$ cat config.mk
export PLATFORM = sky130hd
export DESIGN_NAME = sync_fifo_prog
export DESIGN_NICKNAME = d
export VERILOG_FILES = /design/src/rtl/sync_fifo_prog.sv
export SDC_FILE = /design/constraint.sdc
export NUM_CORES = 1
export LEC_CHECK = 0
export ABC_AREA = 1
export CAP_MARGIN = 20
export CORE_ASPECT_RATIO = 1.2
export CORE_UTILIZATION = 25
export DETAILED_ROUTE_END_ITERATION = 10
export PLACE_DENSITY = 0.5
export REMOVE_ABC_BUFFERS = 1
export SYNTH_ARGS = -nofsm -noshare
export SYNTH_HDL_FRONTEND = slang
export SYNTH_SLANG_ARGS = --single-unit
$ cat constraint.sdc
create_clock -name clk -period 3.4 [get_ports clk]
set_clock_uncertainty 0.15 [all_clocks]
set_input_delay 0.34 -clock clk [delete_from_list [all_inputs] [get_ports clk]]
set_output_delay 0.34 -clock clk [all_outputs]
set_load 0.005 [all_outputs]
$ cat src/rtl/sync_fifo_prog.sv
// rtl/sync_fifo_prog.sv - synchronous FIFO with programmable almost flags and optional FWFT read
// Occupancy is a registered counter; all status flags decode from it.
module sync_fifo_prog #(
  parameter int WIDTH     = 8,
  parameter int DEPTH     = 16,
  parameter int AF_THRESH = DEPTH - 2,
  parameter int AE_THRESH = 2,
  parameter int FWFT      = 0
) (
  input  logic                     clk,
  input  logic                     reset,
  input  logic                     wrEn,
  input  logic [WIDTH-1:0]         wdata,
  input  logic                     rdEn,
  output logic [WIDTH-1:0]         rdata,
  output logic                     full,
  output logic                     empty,
  output logic                     almostFull,
  output logic                     almostEmpty,
  output logic                     overflow,
  output logic                     underflow,
  output logic [$clog2(DEPTH):0]   count
);

  localparam int AW = $clog2(DEPTH);
  localparam int CW = AW + 1;
  localparam logic [CW-1:0] DEPTH_C = CW'(DEPTH);
  localparam logic [CW-1:0] AF_C    = CW'(AF_THRESH);
  localparam logic [CW-1:0] AE_C    = CW'(AE_THRESH);

  logic [WIDTH-1:0] mem [DEPTH];

  logic [AW-1:0] wr_ptr_q, wr_ptr_d;
  logic [AW-1:0] rd_ptr_q, rd_ptr_d;
  logic [CW-1:0] count_q, count_d;
  logic          overflow_q, overflow_d;
  logic          underflow_q, underflow_d;
  logic          rd_acc, wr_acc;

  // A read frees a slot on the same edge, so a full FIFO can still accept a write alongside it.
  always_comb begin
    rd_acc      = rdEn && (count_q != '0);
    wr_acc      = wrEn && ((count_q != DEPTH_C) || rd_acc);
    wr_ptr_d    = wr_ptr_q;
    rd_ptr_d    = rd_ptr_q;
    count_d     = count_q;
    overflow_d  = wrEn && !wr_acc;
    underflow_d = rdEn && !rd_acc;
    if (wr_acc) wr_ptr_d = wr_ptr_q + 1'b1;
    if (rd_acc) rd_ptr_d = rd_ptr_q + 1'b1;
    case ({wr_acc, rd_acc})
      2'b10:   count_d = count_q + 1'b1;
      2'b01:   count_d = count_q - 1'b1;
      default: count_d = count_q;
    endcase
  end

  always_ff @(posedge clk or posedge reset) begin
    if (reset) begin
      wr_ptr_q    <= '0;
      rd_ptr_q    <= '0;
      count_q     <= '0;
      overflow_q  <= 1'b0;
      underflow_q <= 1'b0;
    end else begin
      wr_ptr_q    <= wr_ptr_d;
      rd_ptr_q    <= rd_ptr_d;
      count_q     <= count_d;
      overflow_q  <= overflow_d;
      underflow_q <= underflow_d;
    end
  end

  // Storage is deliberately left out of reset.
  always_ff @(posedge clk) begin
    if (wr_acc && !reset) mem[wr_ptr_q] <= wdata;
  end

  generate
    if (FWFT == 0) begin : g_std
      logic [WIDTH-1:0] rdata_q, rdata_d;

      always_comb begin
        rdata_d = rdata_q;
        if (rd_acc) rdata_d = mem[rd_ptr_q];
      end

      always_ff @(posedge clk or posedge reset) begin
        if (reset) rdata_q <= '0;
        else       rdata_q <= rdata_d;
      end

      assign rdata = rdata_q;
    end else begin : g_fwft
      // Forced to zero when empty so reset presents a clean output despite unreset storage.
      assign rdata = (count_q == '0) ? '0 : mem[rd_ptr_q];
    end
  endgenerate

  assign count       = count_q;
  assign full        = (count_q == DEPTH_C);
  assign empty       = (count_q == '0);
  assign almostFull  = (count_q >= AF_C);
  assign almostEmpty = (count_q <= AE_C);
  assign overflow    = overflow_q;
  assign underflow   = underflow_q;

endmodule

Yosys cells after proc, flatten, opt, wreduce, memory -nomap -nowiden
Memory sizes are Yosys's and may differ from the RTL's. A register that Yosys moved wholly into a read port is not among the register bits.
Cells that the tools add are included.
{"block": "word_totals", "regBits": 15, "ram_bits": 128, "in_bits": 12, "elab_cells": 31, "memories": 1}
{"block": "op_classes", "addsub": 4, "magnitude_cmp": 2, "eq_ne": 4, "mux": 3, "reduce_logical": 12}
{"memory": "mem", "words": 16, "word_bits": 8, "rd": 1, "rd_ports_with_merged_regs": 1, "wr": 1, "line": "31", "rtl": "logic [WIDTH-1:0] mem [DEPTH];"}
{"cell": "5-bit one-hot mux with 2 select lines", "count": 1}
{"cell": "4-bit by 1-bit adder with 4-bit output, second input constant", "count": 2}
{"cell": "5-bit by 1-bit adder with 5-bit output, second input constant", "count": 1}
{"cell": "5-bit == test, second input constant", "count": 1}
{"cell": "5-bit by 4-bit >= comparator with 1-bit output, second input constant", "count": 1}
{"cell": "5-bit by 2-bit less-or-equal comparator with 1-bit output, second input constant", "count": 1}
{"cell": "1-bit logical AND", "count": 5}
{"cell": "5-bit logical NOT", "count": 1}
{"cell": "5-bit inequality test, second input constant", "count": 1}
{"cell": "5-bit nonzero test", "count": 1}
{"cell": "5-bit by 1-bit subtractor with 5-bit output, second input constant", "count": 1}
{"cell": "1-bit logical NOT", "count": 3}
{"cell": "2-bit by 1-bit == test with 1-bit output, second input constant", "count": 1}
{"cell": "2-bit == test, second input constant", "count": 1}
{"cell": "1-bit 2-to-1 mux", "count": 2}
{"cell": "2-bit nonzero test", "count": 1}
{"cell": "1-bit logical OR", "count": 1}

Longest topological paths before layout
{"block": "logic_depth", "word_depth": 7, "depth_mapped": 14}

Least setup slack after synthesis
No wires, ideal clock.
{"block": "synth_timing", "kind": "in2reg", "startpoint": "input port reset", "endpoint": "memory mem[12][0] (enable)", "setup_time_ns": 0.370, "t_arrival_ns": 1.586, "slack_ns": 1.293, "cell_stages": 3, "path_cell_list": "inv_1 > nand3_1 > nor2_1"}
{"block": "synth_via", "elab_chain_cells": 4}
{"element": "start, declared", "line": "11", "rtl": "input logic reset,"}
{"element": "1-bit logical NOT (no line)"}
{"element": "1-bit logical AND", "line": "76", "rtl": "if (wr_acc && !reset) mem[wr_ptr_q] <= wdata;"}
{"element": "1-bit 2-to-1 mux", "line": "76"}
{"element": "1-bit 2-to-1 mux (implied by the code)", "line": "76"}
{"element": "end, declared", "line": "31"}
Every way passes these cells.

Final worst setup path
{"block": "layout_timing", "startpoint": "register count_q[1], in the netlist count[1]", "endpoint": "register count_q[4], in the netlist count[4]"}
{"block": "layout_via", "elab_chain_cells": 6, "word_cells_on_any_way": 11, "cone_classes": "2 x add/sub; 3 x eq/ne; 1 x mux; 5 x reduce/logical"}
{"element": "start, declared", "line": "35", "rtl": "logic [CW-1:0] count_q, count_d;"}
{"element": "start signal, assigned", "line": "68", "rtl": "count_q <= count_d;"}
{"element": "5-bit nonzero test", "line": "42", "rtl": "rd_acc = rdEn && (count_q != '0);"}
{"element": "1-bit logical AND", "line": "42"}
{"element": "1-bit logical OR", "line": "43", "rtl": "wr_acc = wrEn && ((count_q != DEPTH_C) || rd_acc);"}
{"element": "1-bit logical AND", "line": "43"}
{"element": "2-bit by 1-bit == test with 1-bit output or 2-bit == test (tied branches)", "line": "51", "rtl": "case ({wr_acc, rd_acc})"}
{"element": "5-bit one-hot mux with 2 select lines or 2-bit nonzero test (tied branches)"}
Several ways; a longest one is shown, not always the timed one.
A chain may end at the register's enable or synchronous reset.

==> qor.yml <==
busiest_layer: "met2"
synth.most_common_cell: "nand2_1"
netlist_instances: 642
max_freq_mhz: 374
p_comb_share_pct: 32.3
maxSlewHeadroom_pct: 51.5
cts_tree: "done"
maxCapViolations: 0
ctsHoldBuffers: 0
setup_violations: 0
dp_hpwl_um: 10200
status: "finished, final reports clean"
clkSinkCount: 151
io_pins: 31
clkTransAtPathRegs_ps: 60
first_iter_violations: 354
die_h_um: 181
dr.pass1.iters: 5
async_flop_share_pct: 15.2
cts-resized-gates: 0
dp_cells: 1002
dieWidth_um: 152
startpoint_type: "register"
fin_setup_tns_ps: 0
grt_pass1_wl_um: 24700
p_total_w: 0.00637
core_sq_um: 26400
netlist_area_sq_um: 6710
gp_congestion: 0.785
final_nets: 707
num_rows: 65
antenna_found_initial: 0
power.internal_w: 0.00416
powerDensity_nw_per_um2: 798
crit_arrival_ps: 2830
grt.met3_usage_pct: 3.09
drive_gt1_share_pct: 8.87
yosys_warnings: 0
min_period_over_period_pct: 78.6
grtUsageTotal_pct: 12.3
synth_top_area_cell: "edfxtp_1"
grt_pass1_vias: 4340
cts_buffers: 17
hold_viol: 0
fillCellCount: 2734
tightestPinTransition_ps: 724
num_antenna_cells: 0
die-area_sq_um: 27500
irDropWorstVdd_mv: 0.363
num_vias: 4380
grt-ovfl-total: 0
period_minus_slack_ps: 2670
timing.rr.end: "count[4]"
p_switching_w: 0.00221
use_met2_pct: 21.3
drv_slew: 0
worstSetupPathType: "reg -> reg"
hold_class: "in -> async"
final_cells: 1034
synth-main-ff-cell: "edfxtp_1"
r2r_setup_slack_ps: 730
start_util_pct: 25.5
cts_setup_buffers: 0
ys_top_cells_by_count: "nand2_1 (217), edfxtp_1 (128), nand3_1 (92)"
power_leakage_nw: 3.36
synth_top_area_share_pct: 57.3
port_buffers: 30
ctsHtreeMaxLevel: 4
via_per_inst: 4.24
cp-end-kind: "register"
p_seq_share_pct: 37.6
wl_per_cell_um: 15.0
insertion_delay_ps: 410
met1_usage_pct: 14.9
wl_um: 15500
cts.path.max_buffers: 2
swShare_pct: 34.7
ant_nets: 0
synth_area_per_cell_sq_um: 10.5
grt_max_degree: 38
post-route-util_pct: 30.3
ys_top_cells_by_area: "edfxtp_1 (57%), nand2_1 (12%), dfrtp_1 (8.6%), nand3_1 (6.9%), inv_1 (4.8%)"
required_ps: 3560
seq_area_frac_synth_pct: 65.9
drc: 0
timing.rr.start: "count[1]"
clockRootBuffer: "clkbuf_16"
clkPwrFrac_pct: 30.0
ys_seq_elements: 151
area_growth_pct: 19.0
synth_edf_count: 128
cp_max_fo: 13
rsz0062_at_grt: "false"
synth.distinct_cells: 27
reg2reg_depth: 13
## cell families after synthesis
group | after synthesis | synth area share, %
flip-flops | 151 | 65.9
adder cells (fa/ha/maj) | 9 | 1.79
buffers and inverters | 120 | 8.48
AO/OA/AOI/OAI | 18 | 1.73
XOR/XNOR | 9 | 1.29
AND/OR/NAND/NOR | 335 | 20.8
## sequential cells by signal, summed over array words and instances (netlist names)
name       cells
count          5
underflow      1
rd_ptr_q       4
rdata          8
overflow       1
wr_ptr_q       4
mem          128
## worst max-delay path by stage
stage / endpoint / from / cells after the start / slack (ps)
after floorplan: rdata[0] / rd_ptr_q[0] / 9 / 510
after global placement: count[4] / rdEn / 12 / 700
after detailed placement: count[4] / rdEn / 12 / 670
after CTS: count[4] / count[1] / 13 / 720
after global routing: count[4] / count[1] / 13 / 410
final: count[4] / count[1] / 13 / 730
## final cells by class
cell class | count | area [sq um] | share of cell area, %
Multi-Input combinational cell | 371 | 1720 | 21.6
Sequential cell | 151 | 4420 | 55.4
Tap cell | 335 | 419 | 5.25
Timing Repair Buffer | 52 | 465 | 5.83
Inverter | 93 | 349 | 4.37
Clock buffer | 25 | 518 | 6.49
Clock inverter | 7 | 88.8 | 1.11
## critical path: stages (launching register included)
cell and delay [ps]:
dfrtp_1 450, nor2_1 160, nand3_1 150, nand2_2 300, inv_2 190, nand2_1 140
inv_1 100, ha_1 320, a21oi_1 240, nand3_1 100, nand2_1 90, nand3_1 70
nand2_1 70, inv_1 30
## power groups by stage
stage	combinational (W)	sequential, W	clock, W
after CTS	0.00210	0.00241	0.00195
after global placement	0.00209	0.00244	0
final	0.00206	0.00240	0.00191
after floorplan	0.00114	0.00251	0
after global routing	0.00233	0.00243	0.00204
after detailed placement	0.00208	0.00244	0
## metrics by stage
step	setup slack, ps	hold slack [ps]	instance area (sq um)
floorplan	509	226	6490
finish	729	264	7980
global placement	697	341	7380
global route	409	316	7980
CTS	715	248	7980
detailed placement	669	340	7380
## metal layers
| metal | up-vias | routed length, um |
|---|---|---|
| met1 | 2095 | 6590 |
| met2 | 109 | 8040 |
| met3 | 8 | 753 |
| met4 | 0 | 133 |
| li1 | 2168 | - |
| met5 | - | 0 |
## placed cells by master, fill, tap and decap left out, drive strengths merged, types with 2 or more instances in the layout
| cell | instances |
|---|---|
| nor2 | 20 |
| clkinv | 4 |
| edfxtp | 128 |
| inv | 93 |
| dfrtp | 23 |
| o211ai | 8 |
| buf | 22 |
| nand3 | 93 |
| ha | 8 |
| clkdlybuf4s50 | 30 |
| clkbuf | 25 |
| nand2 | 221 |
| a21oi | 2 |
| bufinv | 2 |
| xor2 | 9 |
| o21ai | 6 |
Power figures use the tool's default switching activity.
